`src/rtl/vx_ecc_scrub_ctrl.sv`:
```
// vx_ecc_scrub_ctrl: background SECDED scrubber sharing one cache bank port, cache has priority
module vx_ecc_scrub_ctrl #(
    parameter int NUM_LINES    = 64,
    parameter int ENCODED_BITS = 137,
    parameter int INTERVAL     = 1024,
    parameter int CNT_BITS     = 16
) (
    input  logic                          clk,
    input  logic                          reset,
    input  logic                          enable,
    input  logic                          scrub_now,
    input  logic                          cache_busy,
    input  logic                          cache_wr_valid,
    input  logic [$clog2(NUM_LINES)-1:0]  cache_wr_addr,
    output logic                          mem_req_valid,
    output logic                          mem_req_rw,
    output logic [$clog2(NUM_LINES)-1:0]  mem_req_addr,
    output logic [ENCODED_BITS-1:0]       mem_req_data,
    input  logic                          mem_req_ready,
    input  logic                          mem_rsp_valid,
    input  logic [ENCODED_BITS-1:0]       mem_rsp_data,
    output logic [ENCODED_BITS-1:0]       dec_in,
    input  logic [ENCODED_BITS-1:0]       dec_fixed,
    input  logic                          dec_sbe,
    input  logic                          dec_dbe,
    output logic [CNT_BITS-1:0]           sbe_count,
    output logic [CNT_BITS-1:0]           dbe_count,
    output logic                          dbe_irq,
    output logic [$clog2(NUM_LINES)-1:0]  dbe_addr,
    output logic                          pass_done,
    output logic                          busy
);
    localparam int AW = $clog2(NUM_LINES);
    localparam int TW = INTERVAL > 1 ? $clog2(INTERVAL) : 1;
    localparam logic [TW-1:0] T_LAST = TW'(INTERVAL - 1);
    typedef enum logic [2:0] {IDLE, WAIT, RD_REQ, RD_WAIT, CHECK, WR_REQ, NEXT} state_t;
    state_t                  state;
    logic [AW-1:0]           ptr;
    logic [TW-1:0]           timer;
    logic                    pass_mode;
    logic                    stale;
    logic [ENCODED_BITS-1:0] fix;
    logic                    hit;
    logic                    stale_now;
    logic                    pass_nx;
    assign hit           = cache_wr_valid && cache_wr_addr == ptr;
    assign stale_now     = stale || hit;
    assign pass_nx       = (pass_mode || scrub_now) && !(&ptr);
    assign busy          = state != IDLE && state != WAIT;
    // a write-back is withheld once the cache has rewritten the line under us
    assign mem_req_valid = !cache_busy && (state == RD_REQ || (state == WR_REQ && !stale_now));
    assign mem_req_rw    = state == WR_REQ;
    assign mem_req_addr  = ptr;
    assign mem_req_data  = fix;
    always_ff @(posedge clk or posedge reset) begin
        if (reset) begin
            state     <= IDLE;
            ptr       <= '0;
            timer     <= '0;
            pass_mode <= 1'b0;
            stale     <= 1'b0;
            fix       <= '0;
            dec_in    <= '0;
            sbe_count <= '0;
            dbe_count <= '0;
            dbe_irq   <= 1'b0;
            dbe_addr  <= '0;
            pass_done <= 1'b0;
        end else begin
            dbe_irq   <= 1'b0;
            pass_done <= 1'b0;
            if (scrub_now && busy) pass_mode <= 1'b1;
            if (hit && state inside {RD_WAIT, CHECK, WR_REQ}) stale <= 1'b1;
            case (state)
                IDLE: begin
                    if (scrub_now) begin
                        state     <= RD_REQ;
                        pass_mode <= 1'b1;
                    end else if (enable) begin
                        state <= WAIT;
                        timer <= '0;
                    end
                end
                WAIT: begin
                    if (scrub_now) begin
                        state     <= RD_REQ;
                        pass_mode <= 1'b1;
                    end else if (!enable) state <= IDLE;
                    else if (timer == T_LAST) state <= RD_REQ;
                    else timer <= timer + 1'b1;
                end
                RD_REQ: if (mem_req_valid && mem_req_ready) state <= RD_WAIT;
                RD_WAIT: begin
                    if (mem_rsp_valid) begin
                        dec_in <= mem_rsp_data;
                        state  <= CHECK;
                    end
                end
                CHECK: begin
                    if (dec_dbe) begin
                        dbe_count <= dbe_count + {{(CNT_BITS-1){1'b0}}, ~&dbe_count};
                        dbe_addr  <= ptr;
                        dbe_irq   <= 1'b1;
                        state     <= NEXT;
                    end else if (dec_sbe) begin
                        sbe_count <= sbe_count + {{(CNT_BITS-1){1'b0}}, ~&sbe_count};
                        fix       <= dec_fixed;
                        state     <= stale_now ? NEXT : WR_REQ;
                    end else state <= NEXT;
                end
                WR_REQ: if (stale_now || (mem_req_valid && mem_req_ready)) state <= NEXT;
                NEXT: begin
                    ptr       <= ptr + 1'b1;
                    stale     <= 1'b0;
                    timer     <= '0;
                    pass_done <= &ptr;
                    pass_mode <= pass_nx;
                    state     <= pass_nx ? RD_REQ : enable ? WAIT : IDLE;
                end
                default: state <= IDLE;
            endcase
        end
    end
endmodule

```
`config.mk`:
```
export PLATFORM = sky130hd
export DESIGN_NAME = vx_ecc_scrub_ctrl
export DESIGN_NICKNAME = d
export VERILOG_FILES = /design/src/rtl/vx_ecc_scrub_ctrl.sv
export SDC_FILE = /design/constraint.sdc
export NUM_CORES = 1
export LEC_CHECK = 0
export ABC_AREA = 1
export BUFFER_PORTS_ARGS = -buffer_cell sky130_fd_sc_hd__buf_2
export CORE_AREA = 2 2 236 238
export DETAILED_ROUTE_END_ITERATION = 10
export DIE_AREA = 0 0 238 240
export PLACE_DENSITY = 0.51
export SYNTH_ARGS = -nofsm -noshare
export SYNTH_HDL_FRONTEND = slang
export SYNTH_SLANG_ARGS = --single-unit
```
`constraint.sdc`:
```
create_clock -name clk -period 39 [get_ports clk]
set_clock_uncertainty 0.15 [all_clocks]
set_input_delay 9.75 -clock clk [delete_from_list [all_inputs] [get_ports clk]]
set_output_delay 9.75 -clock clk [all_outputs]
set_load 0.02 [all_outputs]
```
# Word-level counts from Yosys, hierarchy flattened
# Cells that the tools add are included.
dict set report word_totals {
  input_bits 290
  output_inout_bits 323
  elab_cells 95
  reg_bits 335
}
dict set report classes {
  bitwise 1
  eq_ne 19
  n_mux 28
  n_addsub 4
  n_reduce_logical 31
}
# cell n
set op_table {}
lappend op_table {{two-way mux 10 bit} 5}
lappend op_table {{adder 16 x 1 -> 16 bit} 2}
lappend op_table {{AND reduction 16 bit} 2}
lappend op_table {{one-hot mux 10 bit (3 select lines)} 1}
lappend op_table {{two-way mux 3 bit} 8}
lappend op_table {{one-hot mux 3 bit (7 select lines)} 1}
lappend op_table {{inequality test 2 bit (second input constant)} 6}
lappend op_table {{AND reduction 6 bit} 2}
lappend op_table {{adder 10 x 1 -> 10 bit (second input constant)} 1}
lappend op_table {{equality test 10 bit (second input constant)} 1}
lappend op_table {{equality test 3 bit (second input constant)} 3}
lappend op_table {{nonzero test 3 bit} 3}
lappend op_table {{logical AND 1 bit} 8}
lappend op_table {{two-way mux 1 bit} 8}
lappend op_table {{two-way mux 2 bit} 4}
lappend op_table {{adder 6 x 1 -> 6 bit (second input constant)} 1}
lappend op_table {{equality test 3 x 2 -> 1 bit (second input constant)} 2}
lappend op_table {{equality test 6 bit} 1}
lappend op_table {{zero test 1 bit} 5}
lappend op_table {{AND reduction 5 bit} 1}
lappend op_table {{logical OR 1 bit} 4}
lappend op_table {{inequality test 2 x 1 -> 1 bit (second input constant)} 2}
lappend op_table {{inequality test 4 bit (second input constant)} 1}
lappend op_table {{AND reduction 2 bit} 2}
lappend op_table {{other kinds (9)} 9}

# Longest topological paths before layout
# Gate-level depths: netlist of run 1.
dict set report depth {
  ltp_word 11
  depth_mapped 13
  ltp_nobuf 13
}

# Least setup slack after synthesis of run 1
# Ideal clock, no wire load.
dict set report synth_timing {
  kind {input to output}
  startpoint {in cache_wr_addr[3]}
  endpoint {out mem_req_valid}
  stages 9
  path_slack_ns 18.580
  t_required_ns 29.100
  arrival_ns 10.520
  path_buffers 0
  path_cell_list {inv_1 > nand2_1 > nand2_1 > inv_1 > nand2_1 > nor2_1 > nand2_1 > nand3_1 > a21oi_1}
}
dict set report synth_between {
  elab_chain_cells 7
}
# element line_no
set synth_rtl {}
lappend synth_rtl {{from (decl)} 14} ;# input logic [$clog2(NUM_LINES)-1:0] cache_wr_addr,
lappend synth_rtl {{equality test 6 bit} 46} ;# assign hit = cache_wr_valid && cache_wr_addr == ptr;
lappend synth_rtl {{logical AND 1 bit} 46}
lappend synth_rtl {{logical OR 1 bit} 47} ;# assign stale_now = stale || hit;
lappend synth_rtl {{zero test 1 bit} 51} ;# assign mem_req_valid = !cache_busy && (state == RD_REQ || (state == WR_REQ && !stale_now));
lappend synth_rtl {{logical AND 1 bit} 51}
lappend synth_rtl {{logical OR 1 bit} 51}
lappend synth_rtl {{logical AND 1 bit} 51}
lappend synth_rtl {{to (decl)} 15} ;# output logic mem_req_valid,
# No other way between the ends.

# Final worst setup path of run 1
# Ends and elaborated chain as after synthesis.

==> run_results.csv, run 1 <==
group,metric,value,unit
cts,clk_path_buf_depth,3,
setup_path,critical_path_class,"in2out",
global_route,grt_pass1_vias,11130,
cts,numCtsBuffers,40,
placed_design,io_buffers,612,
cts,cts.sinks,335,
logic_synthesis,synth-seq-cells,335,
global_route,overflow,0,
layout,fin_cells,2598,
placed_design,gp_congestion,0.8358,
layout,multiInputGateArea,4647,sq um
global_route,grt_max_degree,123,
floorplanning,die_x,238,microns
floorplanning,core-area,54660,sq um
logic_synthesis,syn_area,13530,sq um
global_route,antenna_found_initial,12,
layout,area_delta_synth_final,37.66,%
floorplanning,die_y,240,microns
routing,drt_iter0_drc,387,
routing,avgRoutedWirePerCell,16.36,microns
worst_hold_path,hold_path.class,"reg2reg",
layout,final_cell_mix,"buf_2, nand2_1, dfrtp_1",
logic_synthesis,yosysWarnings,0,
placed_design,dp.cells,2522,
timing,setup_viol,0,
logic_synthesis,synth.avg_cell_area,10.84,sq um
logic_synthesis,ys.flop_type,"dfrtp_1",
cts,cts_hold_buf,0,
timing,rsz0062_at_grt,"no",
setup_path,worstPathArrival,10640,ps
setup_path,cp.depth,11,
timing,maxSlewViolCount,0,
setup_path,critPathLaunchType,"input port",
floorplanning,rows,86,
cts,root_buffer,"clkbuf_16",
cts,cts_resized,0,
cts,cts_tree,"yes",
logic_synthesis,synth_nets,1544,
floorplanning,ioPinCount,613,
cts,post-cts-setup-buffers,0,
logic_synthesis,ys_async_sr_fraction,100.0,%
logic_synthesis,synth_edf_count,0,
logic_synthesis,ys_seq_area_share,61.94,%
outcome,status,"complete, no violations",
setup_path,cp_common_cell,"nand2_1",
global_route,grt_usage,14.21,%
setup_path,worst_setup_path_end_kind,"primary output",
setup_path,crit_chain,"buf_2 -> inv_1 -> nand2_1 -> nand2_1 -> inv_1 -> nand2_1 -> nor2_1 -> nand2_1 -> nand3_1 -> a21oi_1 -> buf_2",
setup_path,slowest_delay,180,ps
layout,final_common_cell,"buf_2",
routing,drcViolationCount,0,
timing,setup_tns,0,ps
routing,vias_per_cell,4.194,
cts,clk_latency,550,ps
timing,timing.fmax,48.69,MHz
timing,hold-worst-slack,320.8,ps
layout,regArea,8383,sq um
setup_path,critPathMaxFanout,2,
setup_path,critPathBufInv,4,
logic_synthesis,yosysUniqueCellTypes,41,
floorplanning,die_area,57120,sq um
setup_path,reg2reg_depth,8,
setup_path,slowest_stage,"buf_2",
timing,fin_crit_sh,52.66,%
floorplanning,start_util,24.76,%
timing,final_hold_viol_count,0,
setup_path,r2r_setup_slack,35760,ps
cts,htree_levels,2,
placed_design,hpwl,31940,microns
pwr,p_leak,10.22,nW
routing,routed_wl,42500,microns
global_route,grt_pass1_wl,63310,microns
routing,dr.pass1.iters,4,
worst_hold_path,hold_depth,2,
setup_path,crit_required,29100,ps
layout,num-nets-final,2156,
logic_synthesis,netlist_instances,1248,
cts,clkTransAtPathRegs,60,ps
layout,drive_above_1_share,38.71,%
timing,worst_slew_pin_slew,1003,ps
run,drv_cap,0,
layout,final.fill_count,5630,
routing,num_vias,10900,
timing,slew_headroom,33.11,%
routing,ant_nets,0,
pwr,power_density,83.39,nW/um^2
timing,min_period,20540,ps
setup_path,critPathTopFamily,"buffers and inverters",
pwr,vdd_ir_drop_max,0.04087,mV
power breakdown:
part | total, mW | leakage (nW) | internal [mW] | switching [mW]
clock network | 0.395 | 0.689 | 0.244 | 0.152
logic | 0.574 | 5.27 | 0.201 | 0.373
registers | 0.585 | 4.26 | 0.497 | 0.0879
total | 1.55 | 10.2 | 0.941 | 0.612
cell type report:
| type | count | area share, % |
|---|---|---|
| Antenna cell | 3 | 0.04029 |
| Inverter | 51 | 1.088 |
| Timing Repair Buffer | 618 | 16.68 |
| Sequential cell | 335 | 44.99 |
| Clock inverter | 17 | 1.236 |
| Multi-Input combinational cell | 814 | 24.94 |
| Tap cell | 704 | 4.728 |
| Clock buffer | 56 | 6.292 |
final timing paths:
check / from / endpoint
min: mem_req_data[122]$_DFFE_PP0P_ / mem_req_data[122]$_DFFE_PP0P_
min reg2reg: mem_req_data[122]$_DFFE_PP0P_ / mem_req_data[122]$_DFFE_PP0P_
max: cache_wr_addr[3] / mem_req_valid
max reg2reg: state[0]$_DFFE_PP0P_ / mem_req_data[103]$_DFFE_PP0P_
min in group asynchronous: reset / dec_in[120]$_DFFE_PP0P_
max in group asynchronous: reset / mem_req_addr[3]$_DFFE_PP0P_
state kept, by name (all words and copies together), names as in the netlist:
register	count
mem_req_data	137
mem_req_addr	6
dec_in	137
pass_mode	1
sbe_count	16
timer	10
pass_done	1
state	3
stale	1
dbe_irq	1
dbe_addr	6
dbe_count	16
worst reg2reg max path: cells and delay by family, from the launching register on:
kind	cells	cell delay, ps
buffers and inverters	3	1590
DFF	1	420
and+or+nand+nor	5	1030
kinds of logic after synthesis:
kind of cell,after synthesis,share of synthesized area [%]
XOR/XNOR,36,2.330
buffers and inverters,99,3.781
AO/OA/AOI/OAI,36,1.701
flip-flops,335,61.94
AND/OR/NAND/NOR,599,18.30
adder cells (fa/ha/maj),6,0.5547
multiplexers,137,11.40
cells in the mapped netlist, types with 2 or more instances:
library cell | number | area share (%)
nand2_1 | 499 | 14
dfrtp_1 | 335 | 62
mux2_1 | 130 | 11
inv_1 | 44 | 1.2
nor2_1 | 31 | 0.86
xor2_1 | 23 | 1.5
buf_2 | 22 | 0.81
nand3_1 | 20 | 0.74
nand4_1 | 15 | 0.69
buf_6 | 14 | 1.2
o21ai_0 | 14 | 0.52
xnor2_1 | 13 | 0.84
clkbuf_1 | 11 | 0.31
o21ai_2 | 9 | 0.58
nor3_1 | 8 | 0.30
mux2_2 | 7 | 0.58
ha_1 | 6 | 0.55
a21oi_1 | 5 | 0.18
inv_2 | 5 | 0.14
nand2_2 | 5 | 0.23
nor2_4 | 4 | 0.33
nor4_1 | 3 | 0.14
a31oi_1 | 2 | 0.092
nand2_4 | 2 | 0.17
nand3b_1 | 2 | 0.11
nor3_2 | 2 | 0.15
nor3_4 | 2 | 0.24
o22ai_1 | 2 | 0.092
stage by stage:
stage | area, sq um | util (%) | power [mW] | setup WS [ps]
CTS | 18620 | 34.07 | 1.581 | 18460
finish | 18630 | 34.08 | 1.554 | 18460
detailed placement | 17220 | 31.51 | 1.173 | 18460
floorplan | 13530 | - | 0.9333 | 18580
global route | 18630 | 34.08 | 1.652 | 18340
global placement | 17220 | 31.51 | 1.165 | 18470
metal layers:
metal | part of all wire [%] | vias to the layer above | global-route usage [%]
li1 | - | 5219 | -
met1 | 40 | 5124 | 16.25
met2 | 48 | 464 | 24.56
met3 | 9.0 | 79 | 5.224
met4 | 3.0 | 10 | 4.735
met5 | 0.17 | - | 0
Note: power is estimated with default switching activity, not from simulation.
==> inputs of run 2 (changes only) <==
==> config.mk (replaced) <==
export PLATFORM = sky130hd
export DESIGN_NAME = vx_ecc_scrub_ctrl
export DESIGN_NICKNAME = d
export VERILOG_FILES = /design/src/rtl/vx_ecc_scrub_ctrl.sv
export SDC_FILE = /design/constraint.sdc
export NUM_CORES = 1
export LEC_CHECK = 0
export ABC_AREA = 0
export BUFFER_PORTS_ARGS = -buffer_cell sky130_fd_sc_hd__buf_2
export CORE_AREA = 2 2 235 237
export DETAILED_ROUTE_END_ITERATION = 10
export DIE_AREA = 0 0 237 239
export PLACE_DENSITY = 0.5
export SYNTH_ARGS = -nofsm -noshare
export SYNTH_HDL_FRONTEND = slang
export SYNTH_SLANG_ARGS = --single-unit
==> constraint.sdc (replaced) <==
create_clock -name clk -period 18.9 [get_ports clk]
set_clock_uncertainty 0.15 [all_clocks]
set_input_delay 4.725 -clock clk [delete_from_list [all_inputs] [get_ports clk]]
set_output_delay 4.725 -clock clk [all_outputs]
set_load 0.02 [all_outputs]
==> run 2 against run 1 <==
Combinational power increased by 100%. Die area down 0.84%. Clock power is 100% higher. Cell count fell by 3.5%. Critical path type unchanged. Critical endpoint unchanged. Largest cell class unchanged. Largest power group unchanged. Highest routed layer unchanged.
==> run_results.csv, run 2 <==
group,metric,value,unit
logic_synthesis,yosysMostFrequentCell,"nand2_1",
floorplanning,start_util,24.21,%
pwr,power.share.clock,25.2,%
routing,num_vias,10480,
cts,clkTransAtPathRegs,60,ps
global_route,grt_usage,13.97,%
logic_synthesis,synthTopCellsByArea,"dfrtp_1, mux2_2, nand2_1, xnor2_1, clkbuf_1",
worst_hold_path,hold_path.class,"reg2reg",
setup_path,critical_path_class,"in2out",
cts,cts_hold_buf,0,
routing,ant_nets,0,
cts,cts.sinks,335,
logic_synthesis,synthTopCellsByCount,"nand2_1, dfrtp_1, mux2_2",
pwr,power_density,171.1,nW/um^2
timing,setup_tns,0,ps
pwr,switchingPower,1.206,mW
setup_path,slowest_stage,"nand4_1",
placed_design,dp.cells,2433,
logic_synthesis,ys.flop_type,"dfrtp_1",
setup_path,worstPathArrival,5570,ps
logic_synthesis,ys_async_sr_fraction,100.0,%
logic_synthesis,yosysUniqueCellTypes,42,
timing,rsz0062_at_grt,"no",
layout,num-nets-final,2067,
layout,fin_cells,2507,
layout,final_common_cell,"buf_2",
global_route,grt_max_degree,156,
floorplanning,ioPinCount,613,
logic_synthesis,synth-seq-cells,335,
setup_path,cp-startpoint,"cache_wr_addr[1]",
pwr,p_sw_share,38.44,%
timing,final_hold_viol_count,0,
global_route,grt_pass1_wl,62310,microns
logic_synthesis,synth_edf_count,0,
floorplanning,die_area,56640,sq um
floorplanning,core-area,54340,sq um
cts,cts_tree,"yes",
cts,clk_latency,550,ps
setup_path,critPathCapture,"mem_req_valid",
setup_path,critPathMaxFanout,4,
setup_path,critPathLaunchType,"input port",
logic_synthesis,syn_area,13160,sq um
pwr,pwr-share-comb,37.2,%
timing,fin_crit_sh,55.28,%
pwr,vdd_ir_drop_max,0.1025,mV
logic_synthesis,yosysWarnings,0,
timing,min_period,10450,ps
routing,drt_iter0_drc,558,
pwr,power.internal,1.931,mW
logic_synthesis,ys_seq_area_share,63.72,%
global_route,overflow,0,
routing,dr.pass1.iters,4,
cts,cts_resized,0,
logic_synthesis,yosys.area.top_type_share,63.72,%
setup_path,worst_setup_path_end_kind,"primary output",
logic_synthesis,netlist_instances,1162,
setup_path,crit_chain,"buf_2 -> xnor2_1 -> nand4_1 -> nor2_1 -> nor3b_1 -> buf_2",
timing,setup_viol,0,
global_route,antenna_found_initial,6,
layout,drive_above_1_share,47.03,%
layout,final_cell_mix,"buf_2, nand2_1, dfrtp_1",
layout,antenna-diode-count,0,
setup_path,cp_common_cell,"buf_2",
setup_path,crit_required,14030,ps
routing,avgRoutedWirePerCell,16.41,microns
timing,slew_headroom,29.07,%
timing,hold-worst-slack,316.7,ps
setup_path,r2r_setup_slack,15230,ps
cts,root_buffer,"clkbuf_16",
floorplanning,rows,86,
pwr,p_leak,9.805,nW
setup_path,r2r-start,"state[2]$_DFFE_PP0P_",
floorplanning,die_y,239,microns
cts,numCtsBuffers,40,
setup_path,reg2reg_to,"mem_req_data[95]$_DFFE_PP0P_",
pwr,seqPwrFrac,37.5,%
floorplanning,die_x,237,microns
logic_synthesis,synth_top_cell_by_area,"dfrtp_1",
run,drv_cap,0,
timing,timing.fmax,95.71,MHz
placed_design,io_buffers,612,
outcome,status,"complete, no violations",
setup_path,slowest_delay,190,ps
timing,worst_slew_pin_slew,1064,ps
cts,post-cts-setup-buffers,0,
layout,area_delta_synth_final,39.35,%
placed_design,gp_congestion,0.8347,
routing,vias_per_cell,4.180,
global_route,grt_pass1_vias,10710,
timing,maxSlewViolCount,0,
logic_synthesis,synth_nets,1458,
cts,clk_path_buf_depth,3,
logic_synthesis,synth.avg_cell_area,11.32,sq um
placed_design,hpwl,29930,microns
routing,routed_wl,41140,microns
cts,htree_levels,2,
routing,drcViolationCount,0,
setup_path,reg2reg_depth,6,
-- run 2: changes by cell type after synthesis, moves of 9 or more --
cell / previous run / this run
buf_2: 22 / 11
buf_6: 14 / 2
clkbuf_1: 11 / 37
inv_1: 44 / 9
mux2_1: 130 / 0
mux2_2: 7 / 148
nand2_1: 499 / 443
o21ai_0: 14 / 5
o21ai_2: 9 / 0
xnor2_1: 13 / 27
-- run 2: cell type report --
class | count | area, sq um
inverter | 9 | 41.29
tap | 704 | 880.8
clock inverter | 20 | 216.5
sequential | 335 | 8383
clock buffer | 54 | 1135
timing repair buffer | 620 | 3136
fill | 5561 | 36010
multi-input combinational | 765 | 4539
-- run 2: critical path, delay by kind of cell --
kind | cells | cell delay (ps)
xor+xnor | 1 | 110
buf+inv | 2 | 290
simple gates | 3 | 430
-- run 2: kinds of logic after synthesis --
group,share of synthesized area [%]
AND/OR/NAND/NOR,16.67
flip-flops,63.72
multiplexers,12.67
buffers and inverters,1.988
XOR/XNOR,2.796
AO/OA/AOI/OAI,1.579
adder cells (fa/ha/maj),0.5707
-- run 2: worst min-delay path by stage --
stage               slack [ps]                     startpoint                            end  cells past startpoint
floorplan                  320           timer[1]$_DFFE_PP0P_           timer[1]$_DFFE_PP0P_                      2
global placement           300   mem_req_data[34]$_DFFE_PP0P_   mem_req_data[34]$_DFFE_PP0P_                      2
detailed placement         310  mem_req_data[108]$_DFFE_PP0P_  mem_req_data[108]$_DFFE_PP0P_                      2
CTS                        320  mem_req_data[108]$_DFFE_PP0P_  mem_req_data[108]$_DFFE_PP0P_                      2
global route               340  mem_req_data[107]$_DFFE_PP0P_  mem_req_data[107]$_DFFE_PP0P_                      2
finish                     320  mem_req_data[129]$_DFFE_PP0P_  mem_req_data[129]$_DFFE_PP0P_                      2
-- run 2: metal layers --
metal  GRT usage [%]  vias to the layer above  part of all wire [%]  routed length [microns]
met5               0                        -                  0.10                       41
li1                -                     4990                     -                        -
met1           16.79                     5071                    40                    16400
met3           3.880                       69                   7.2                     2965
met4           4.680                        6                   2.4                     1001
met2           24.12                      344                    50                    20730
-- run 2: per-stage QoR --
step	setup slack (ps)	util (%)	cell area, sq um	power [mW]
floorplan	4743	-	13160	1.899
global placement	8448	31.25	16980	2.357
detailed placement	8444	31.25	16980	2.372
CTS	8440	33.73	18330	3.192
global route	8355	33.73	18330	3.321
finish	8452	33.73	18330	3.137
-- run 2: power groups by stage --
stage                     Sequential [mW]  Combinational (mW)  Clock (mW)
after global routing                 1.21                1.25       0.854
after detailed placement             1.18                1.19           0
after CTS                            1.18                1.19       0.824
final                                1.18                1.17       0.791
after global placement               1.18                1.18           0
after floorplan                      1.53               0.374           0
